--- src/rtl/ddr_axi_burst_master.sv ---
// ddr_axi_burst_master: AXI burst initiator for the ddr3 user port.
// Writes an address/beat pattern, reads it back and counts mismatches.
module ddr_axi_burst_master #(
  parameter int   CTRL_ADDR_WIDTH = 28,
  parameter int   AXI_DW          = 256,
  parameter logic AP              = 1'b1,
  parameter int   TIMEOUT         = 1023
) (
  input  logic                       core_clk,
  input  logic                       resetn,
  input  logic                       ddr_init_done,
  input  logic                       cmd_valid,
  output logic                       cmd_ready,
  input  logic                       cmd_write,
  input  logic [CTRL_ADDR_WIDTH-1:0] cmd_addr,
  input  logic [3:0]                 cmd_len,
  input  logic [3:0]                 cmd_id,
  output logic [CTRL_ADDR_WIDTH-1:0] axi_awaddr,
  output logic [3:0]                 axi_awlen,
  output logic [3:0]                 axi_awuser_id,
  output logic                       axi_awuser_ap,
  output logic                       axi_awvalid,
  input  logic                       axi_awready,
  output logic [AXI_DW-1:0]          axi_wdata,
  output logic [AXI_DW/8-1:0]        axi_wstrb,
  input  logic                       axi_wready,
  output logic [CTRL_ADDR_WIDTH-1:0] axi_araddr,
  output logic [3:0]                 axi_arlen,
  output logic [3:0]                 axi_aruser_id,
  output logic                       axi_aruser_ap,
  output logic                       axi_arvalid,
  input  logic                       axi_arready,
  input  logic [AXI_DW-1:0]          axi_rdata,
  input  logic [3:0]                 axi_rid,
  input  logic                       axi_rlast,
  input  logic                       axi_rvalid,
  output logic                       done,
  output logic [15:0]                err_cnt,
  output logic                       timeout
);

  typedef enum logic [2:0] {
    IDLE, WR_ADDR, WR_DATA, RD_ADDR, RD_DATA
  } state_t;

  localparam int TW = $clog2(TIMEOUT + 1);
  localparam logic [TW-1:0] TO_LAST = TW'(TIMEOUT - 1);

  state_t state_q, state_d;

  logic [CTRL_ADDR_WIDTH-1:0] addr_q;
  logic [3:0]  len_q;
  logic [3:0]  id_q;
  logic [3:0]  beat_q;
  logic [TW-1:0] to_cnt_q;
  logic        cmd_ready_q;
  logic        done_q;
  logic        timeout_q;
  logic [15:0] err_q;

  logic        cmd_hs;
  logic        last_beat;
  logic        progress;
  logic        to_hit;
  logic        beat_adv;
  logic        rd_err;
  logic [31:0] word;
  logic [AXI_DW-1:0] pat;

  assign cmd_hs    = cmd_valid && cmd_ready_q;
  assign last_beat = (beat_q == len_q);
  assign word      = 32'(addr_q) + 32'(beat_q);
  assign pat       = {(AXI_DW/32){word}};

  always_comb begin
    progress = 1'b0;
    beat_adv = 1'b0;
    unique case (state_q)
      WR_ADDR: progress = axi_awready;
      RD_ADDR: progress = axi_arready;
      WR_DATA: begin
        progress = axi_wready;
        beat_adv = axi_wready;
      end
      RD_DATA: begin
        progress = axi_rvalid;
        beat_adv = axi_rvalid;
      end
      default: ;
    endcase
  end

  // Abort once the counter would reach TIMEOUT with no progress this cycle.
  assign to_hit = (state_q != IDLE) && !progress
               && (to_cnt_q == TO_LAST);

  assign rd_err = (state_q == RD_DATA) && axi_rvalid
               && ((axi_rdata != pat)
                || (axi_rid != id_q)
                || (axi_rlast != last_beat));

  always_ff @(posedge core_clk) begin
    if (!resetn) state_q <= IDLE;
    else         state_q <= state_d;
  end

  always_comb begin
    state_d = state_q;
    unique case (state_q)
      IDLE:
        if (cmd_hs) state_d = cmd_write ? WR_ADDR : RD_ADDR;
      WR_ADDR:
        if (axi_awready) state_d = WR_DATA;
      WR_DATA:
        if (axi_wready && last_beat) state_d = IDLE;
      RD_ADDR:
        if (axi_arready) state_d = RD_DATA;
      RD_DATA:
        if (axi_rvalid && (axi_rlast || last_beat)) state_d = IDLE;
      default: state_d = IDLE;
    endcase
    if (to_hit) state_d = IDLE;
  end

  always_comb begin
    axi_awvalid   = (state_q == WR_ADDR);
    axi_arvalid   = (state_q == RD_ADDR);
    axi_awaddr    = addr_q;
    axi_awlen     = len_q;
    axi_awuser_id = id_q;
    axi_awuser_ap = AP;
    axi_araddr    = addr_q;
    axi_arlen     = len_q;
    axi_aruser_id = id_q;
    axi_aruser_ap = AP;
    axi_wdata     = pat;
    axi_wstrb     = '1;
    cmd_ready     = cmd_ready_q;
    done          = done_q;
    timeout       = timeout_q;
    err_cnt       = err_q;
  end

  always_ff @(posedge core_clk) begin
    if (!resetn) begin
      addr_q      <= '0;
      len_q       <= '0;
      id_q        <= '0;
      beat_q      <= '0;
      to_cnt_q    <= '0;
      cmd_ready_q <= 1'b0;
      done_q      <= 1'b0;
      timeout_q   <= 1'b0;
      err_q       <= '0;
    end else begin
      cmd_ready_q <= ddr_init_done && (state_d == IDLE);
      done_q      <= (state_q != IDLE) && (state_d == IDLE);
      timeout_q   <= timeout_q | to_hit;
      if (cmd_hs) begin
        addr_q <= cmd_addr;
        len_q  <= cmd_len;
        id_q   <= cmd_id;
        beat_q <= '0;
      end else if (beat_adv) begin
        beat_q <= beat_q + 4'd1;
      end
      if ((state_d != state_q) || progress)
        to_cnt_q <= '0;
      else if (state_q != IDLE)
        to_cnt_q <= to_cnt_q + 1'b1;
      if (rd_err && (err_q != 16'hFFFF))
        err_q <= err_q + 16'd1;
    end
  end

endmodule

--- config.mk ---
export PLATFORM = sky130hd
export DESIGN_NAME = ddr_axi_burst_master
export DESIGN_NICKNAME = d
export VERILOG_FILES = /design/src/rtl/ddr_axi_burst_master.sv
export SDC_FILE = /design/constraint.sdc
export NUM_CORES = 1
export LEC_CHECK = 0
export ABC_AREA = 1
export CAP_MARGIN = 20
export CORE_AREA = 2 2 266 268
export CTS_CLUSTER_SIZE = 25
export DETAILED_ROUTE_END_ITERATION = 10
export DIE_AREA = 0 0 268 270
export PLACE_DENSITY = 0.43
export SYNTH_ARGS = -nofsm -noshare
export SYNTH_HDL_FRONTEND = slang
export SYNTH_SLANG_ARGS = --single-unit
--- constraint.sdc ---
create_clock -name core_clk -period 7.75 [get_ports core_clk]
set_clock_uncertainty 0.15 [all_clocks]
set_input_delay 1.1625 -clock core_clk [delete_from_list [all_inputs] [get_ports core_clk]]
set_output_delay 1.1625 -clock core_clk [all_outputs]
set_load 0.1 [all_outputs]
Word level (Yosys, flattened, before mapping)
Cells that the tools add are included.
{ "classes": {"n_eq_ne": 11, "reduce_logical": 20, "bitwise": 2, "n_mux": 10, "add_sub_neg": 4} }
{ "op_table": {"columns": ["cell", "count"], "rows": [
  ["$ne 256x253->1", 1],
  ["$add 28x4->29", 1],
  ["$mux 3", 6],
  ["$add 16x1->16 const B", 1],
  ["$ne 16x16->1 const B", 1],
  ["$pmux 3 s5", 1],
  ["$add 10x1->10 const B", 1],
  ["$eq 10x10->1 const B", 1],
  ["$logic_and 1x1->1", 10],
  ["$eq 3x2->1 const B", 2],
  ["$logic_not 3->1", 2],
  ["$add 4x1->4 const B", 1],
  ["$eq 4x4->1", 1],
  ["$logic_or 1x1->1", 4],
  ["$ne 4x4->1", 1],
  ["$pmux 1 s4", 1],
  ["$reduce_or 2->1", 2],
  ["$eq 3x1->1 const B", 1],
  ["$eq 3x3->1 const B", 1],
  ["$ne 3x3->1", 1],
  ["$reduce_bool 3->1", 1],
  ["$mux 2", 1],
  ["$pmux 1 s2", 1],
  ["$logic_not 1->1", 1],
  ["3 further kinds", 3]
]} }
{ "word_totals": {"output_inout_bits": 383, "regBits": 72} }

Depth between registers and ports, before layout
{ "depth": {"depth_word": 9, "ltp_mapped": 27} }

Least setup slack after synthesis
Ideal clock, no wire load.
{ "synth_path": {"path_type": "flip-flop to output port", "startpoint": "reg addr_q[0] (netlist: axi_araddr[0])", "endpoint": "out axi_wdata[106]", "setup_slack_ps": 2814, "path_buffers": 1, "arrival_time_ps": 3624, "path_stages_with_launch": 10, "t_required_ps": 6438, "path_cell_list": "dfxtp_1 > ha_1 > inv_1 > fa_1 > inv_1 > nand3_1 > nand2_2 > nand4_1 > nand2_1 > buf_4"} }
{ "synth_via": {"elab_chain_len": 1} }
{ "synth_rtl": {"columns": ["element", "line_no", "source"], "rows": [
  ["from (decl)", "51", "logic [CTRL_ADDR_WIDTH-1:0] addr_q;"],
  ["from (signal assigned)", "160", "addr_q <= cmd_addr;"],
  ["$add 28x4->29", "72", "assign word = 32'(addr_q) + 32'(beat_q);"],
  ["to (decl)", "24", "output logic [AXI_DW-1:0] axi_wdata,"]
]} }
No other way between the ends.

Worst setup path in the final report
{ "layout_path": {"startpoint": "reg beat_q[0]", "endpoint": "out axi_wdata[234]"} }
{ "layout_via": {"elab_chain_len": 1} }
{ "layout_rtl": {"columns": ["element", "line_no", "source"], "rows": [
  ["from (decl)", "54", "logic [3:0] beat_q;"],
  ["from (signal assigned)", "165", "beat_q <= beat_q + 4'd1;"],
  ["$add 28x4->29", "72", null]
]} }
No other way between the ends.

==> results.json <==
{
  "die_h_um": 270,
  "drtIter0Drc": 813,
  "swShare_pct": 57.1,
  "layout.nets": 2610,
  "p_comb_share_pct": 62.3,
  "final_common_cell": "clkdlybuf4s50_1",
  "routed_wl_um": 59100,
  "slowest_delay_ns": 1.24,
  "cts_setup_buffers": 0,
  "antenna_found_initial": 11,
  "p_clk_share_pct": 19.9,
  "crit_family": "buffers and inverters",
  "worst_pin_slew_ns": 1.08,
  "synthCells": 1913,
  "clk_latency_ns": 0.37,
  "cts.clk_slew.worst_paths_ns": 0.07,
  "wire_per_inst_um": 18.2,
  "via_per_inst": 3.93,
  "clock_path_buffers": 2,
  "holdBufCountCts": 0,
  "core_area_mm2": 0.0695,
  "syn_to_final_growth_pct": 53.0,
  "gp_congestion": 0.885,
  "ios": 689,
  "grt-ovfl-total": 0,
  "cts_resized": 0,
  "max-vdd-ir-drop_mv": 0.0980,
  "synth.distinct_cells": 40,
  "setup_slack_ns": 2.22,
  "outcome": "finished, final reports clean",
  "synth_seq_cells": 72,
  "fp.dieArea_mm2": 0.0724,
  "first_global_vias": 12000,
  "hold_violations": 0,
  "synth_warnings": 0,
  "rsz0062_at_grt": "no",
  "final_cell_mix": "629 x clkdlybuf4s50_1, 549 x nand2_1, 235 x nor2_1, 223 x inv_1, 169 x nand3_1",
  "design_area_mm2": 0.0163,
  "place_ws_ns": 2.57,
  "fmax_ghz": 0.181,
  "path_cells": "ha_1 > inv_1 > fa_1 > inv_1 > nand3_1 > nand2_2 > nand4_1 > nand2_1 > clkdlybuf4s50_1",
  "cap_violations": 0,
  "internal_power_mw": 1.00,
  "firstDrtPassIters": 6,
  "placed_area_mm2": 0.0160,
  "drive_gt1_share_pct": 3.78,
  "powerDensity_mw_per_mm2": 143,
  "dp_hpwl_um": 50400,
  "final_antenna_net_count": 0,
  "crit_fanout": 14,
  "initial_core_util_pct": 15.4,
  "num_vias": 12700,
  "rows": 97,
  "cts_buffers": 9,
  "synth_seq_area_share_pct": 13.5,
  "avgSynthCellArea_um2": 5.58,
  "layout_min_cycle_time_ns": 5.53,
  "tns_ns": 0,
  "crit_top_cell": "inv_1",
  "power.switching_mw": 1.33,
  "start_kind": "flip-flop",
  "p_leak_nw": 6.94,
  "p_seq_share_pct": 17.8,
  "track_usage_pct": 15.6,
  "hold_path.class": "reg -> reg",
  "cts_sinks": 72,
  "setup_viol": 0,
  "grt_max_degree": 66,
  "critPathCaptureType": "output port",
  "tritoncts": "yes",
  "fin_crit_sh_pct": 71.3,
  "syn_area_mm2": 0.0107,
  "slew_headroom_pct": 27.5,
  "h-tree-depth": 3,
  "root_buffer": "clkbuf_16",
  "worst_path_max_delay_cell": "clkdlybuf4s50_1",
  "cp.arrival_ns": 4.22,
  "grt_pass1_wl_um": 81900,
  "dieWidth_um": 268,
  "critPathKind": "reg -> out",
  "required_ns": 6.44,
  "finalMaxSlewViolations": 0,
  "portBuffers": 630,
  "path_buf_inv": 3,
  "remaining_drc_errors": 0
}
## registers in the layout, indices dropped and copies added, names as in the netlist, 3 cells and up
register,cells
beat_q,4
to_cnt_q,10
axi_aruser_id,4
state_q,3
err_cnt,16
axi_araddr,28
axi_arlen,4
## power groups by stage
stage	sequential (mW)	clock, mW	combinational [mW]
floorplan	0.491	0	1.06
global placement	0.424	0	1.45
detailed placement	0.425	0	1.45
CTS	0.416	0.495	1.46
global route	0.418	0.503	1.51
finish	0.415	0.464	1.45
## synth_stat cells (all sizes together)
| cell | instances | area, um^2 |
|---|---|---|
| a211oi | 2 | 15.0 |
| a21oi | 38 | 190 |
| and2 | 2 | 12.5 |
| and3 | 1 | 6.26 |
| buf | 309 | 2330 |
| clkbuf | 11 | 41.3 |
| clkinv | 16 | 60.1 |
| conb | 2 | 7.51 |
| dfxtp | 72 | 1440 |
| fa | 1 | 20.0 |
| ha | 9 | 113 |
| inv | 230 | 863 |
| nand2 | 571 | 2210 |
| nand3 | 174 | 903 |
| nand3b | 25 | 188 |
| nand4 | 46 | 288 |
| nor2 | 255 | 1020 |
| nor3 | 13 | 65.1 |
| nor3b | 1 | 7.51 |
| nor4 | 9 | 56.3 |
| o211ai | 1 | 7.51 |
| o21ai | 65 | 348 |
| o221ai | 1 | 8.76 |
| o22ai | 2 | 12.5 |
| or2 | 10 | 62.6 |
| or3 | 1 | 6.26 |
| xnor2 | 9 | 78.8 |
| xor2 | 37 | 324 |
## metal layers
layer	track usage [%]	wire, um
met1	19.1	24800
met2	26.8	28500
met3	4.42	4680
met4	3.25	984
met5	0	107
## worst reg2reg max path, delay by kind of cell, from the launching register on
family | cells | cell delay, ns
simple gates | 18 | 3.17
fa+ha+maj | 2 | 0.74
flops | 1 | 0.44
buf+inv | 3 | 0.26
## worst paths after layout
check / start / endpoint / slack, ns / depth (start not counted)
setup / recovery: beat_q[0]$_SDFFE_PP0P_ / axi_wdata[234] / 2.22 / 9
hold / removal: timeout$_SDFF_PN0_ / timeout$_SDFF_PN0_ / 0.31 / 2
setup reg to reg: beat_q[0]$_SDFFE_PP0P_ / err_cnt[10]$_SDFFE_PN0P_ / 2.89 / 23
hold reg to reg: timeout$_SDFF_PN0_ / timeout$_SDFF_PN0_ / 0.31 / 2
## through the flow
step	utilization, %	cells	hold WS, ns	total power, mW
after global placement	23.1	3223	0.304	1.88
after floorplan	-	1969	0.331	1.55
after global routing	23.5	3239	0.351	2.43
after detailed placement	23.1	3223	0.309	1.88
final	23.5	3240	0.309	2.33
after CTS	23.5	3239	0.314	2.37
## logic make-up after synthesis
| group | count (synthesis) | synth area share (%) |
|---|---|---|
| AO/OA/AOI/OAI | 109 | 5.45 |
| XOR/XNOR | 46 | 3.77 |
| adder cells (fa/ha/maj) | 10 | 1.24 |
| buffers and inverters | 566 | 30.8 |
| flip-flops | 72 | 13.5 |
| other | 2 | 0.0703 |
| AND/OR/NAND/NOR | 1108 | 45.2 |
## cell type report
class                           instances  area [um^2]
Tap cell                              940         1180
Sequential cell                        72         1440
Clock inverter                          7         77.6
Clock buffer                            9          225
Timing Repair Buffer                  634         6330
Inverter                              246          923
Multi-Input combinational cell       1331         6170
Fill cell                            7907        53200
Antenna cell                            1         2.50
No activity file was read; power rests on OpenSTA's default activity.
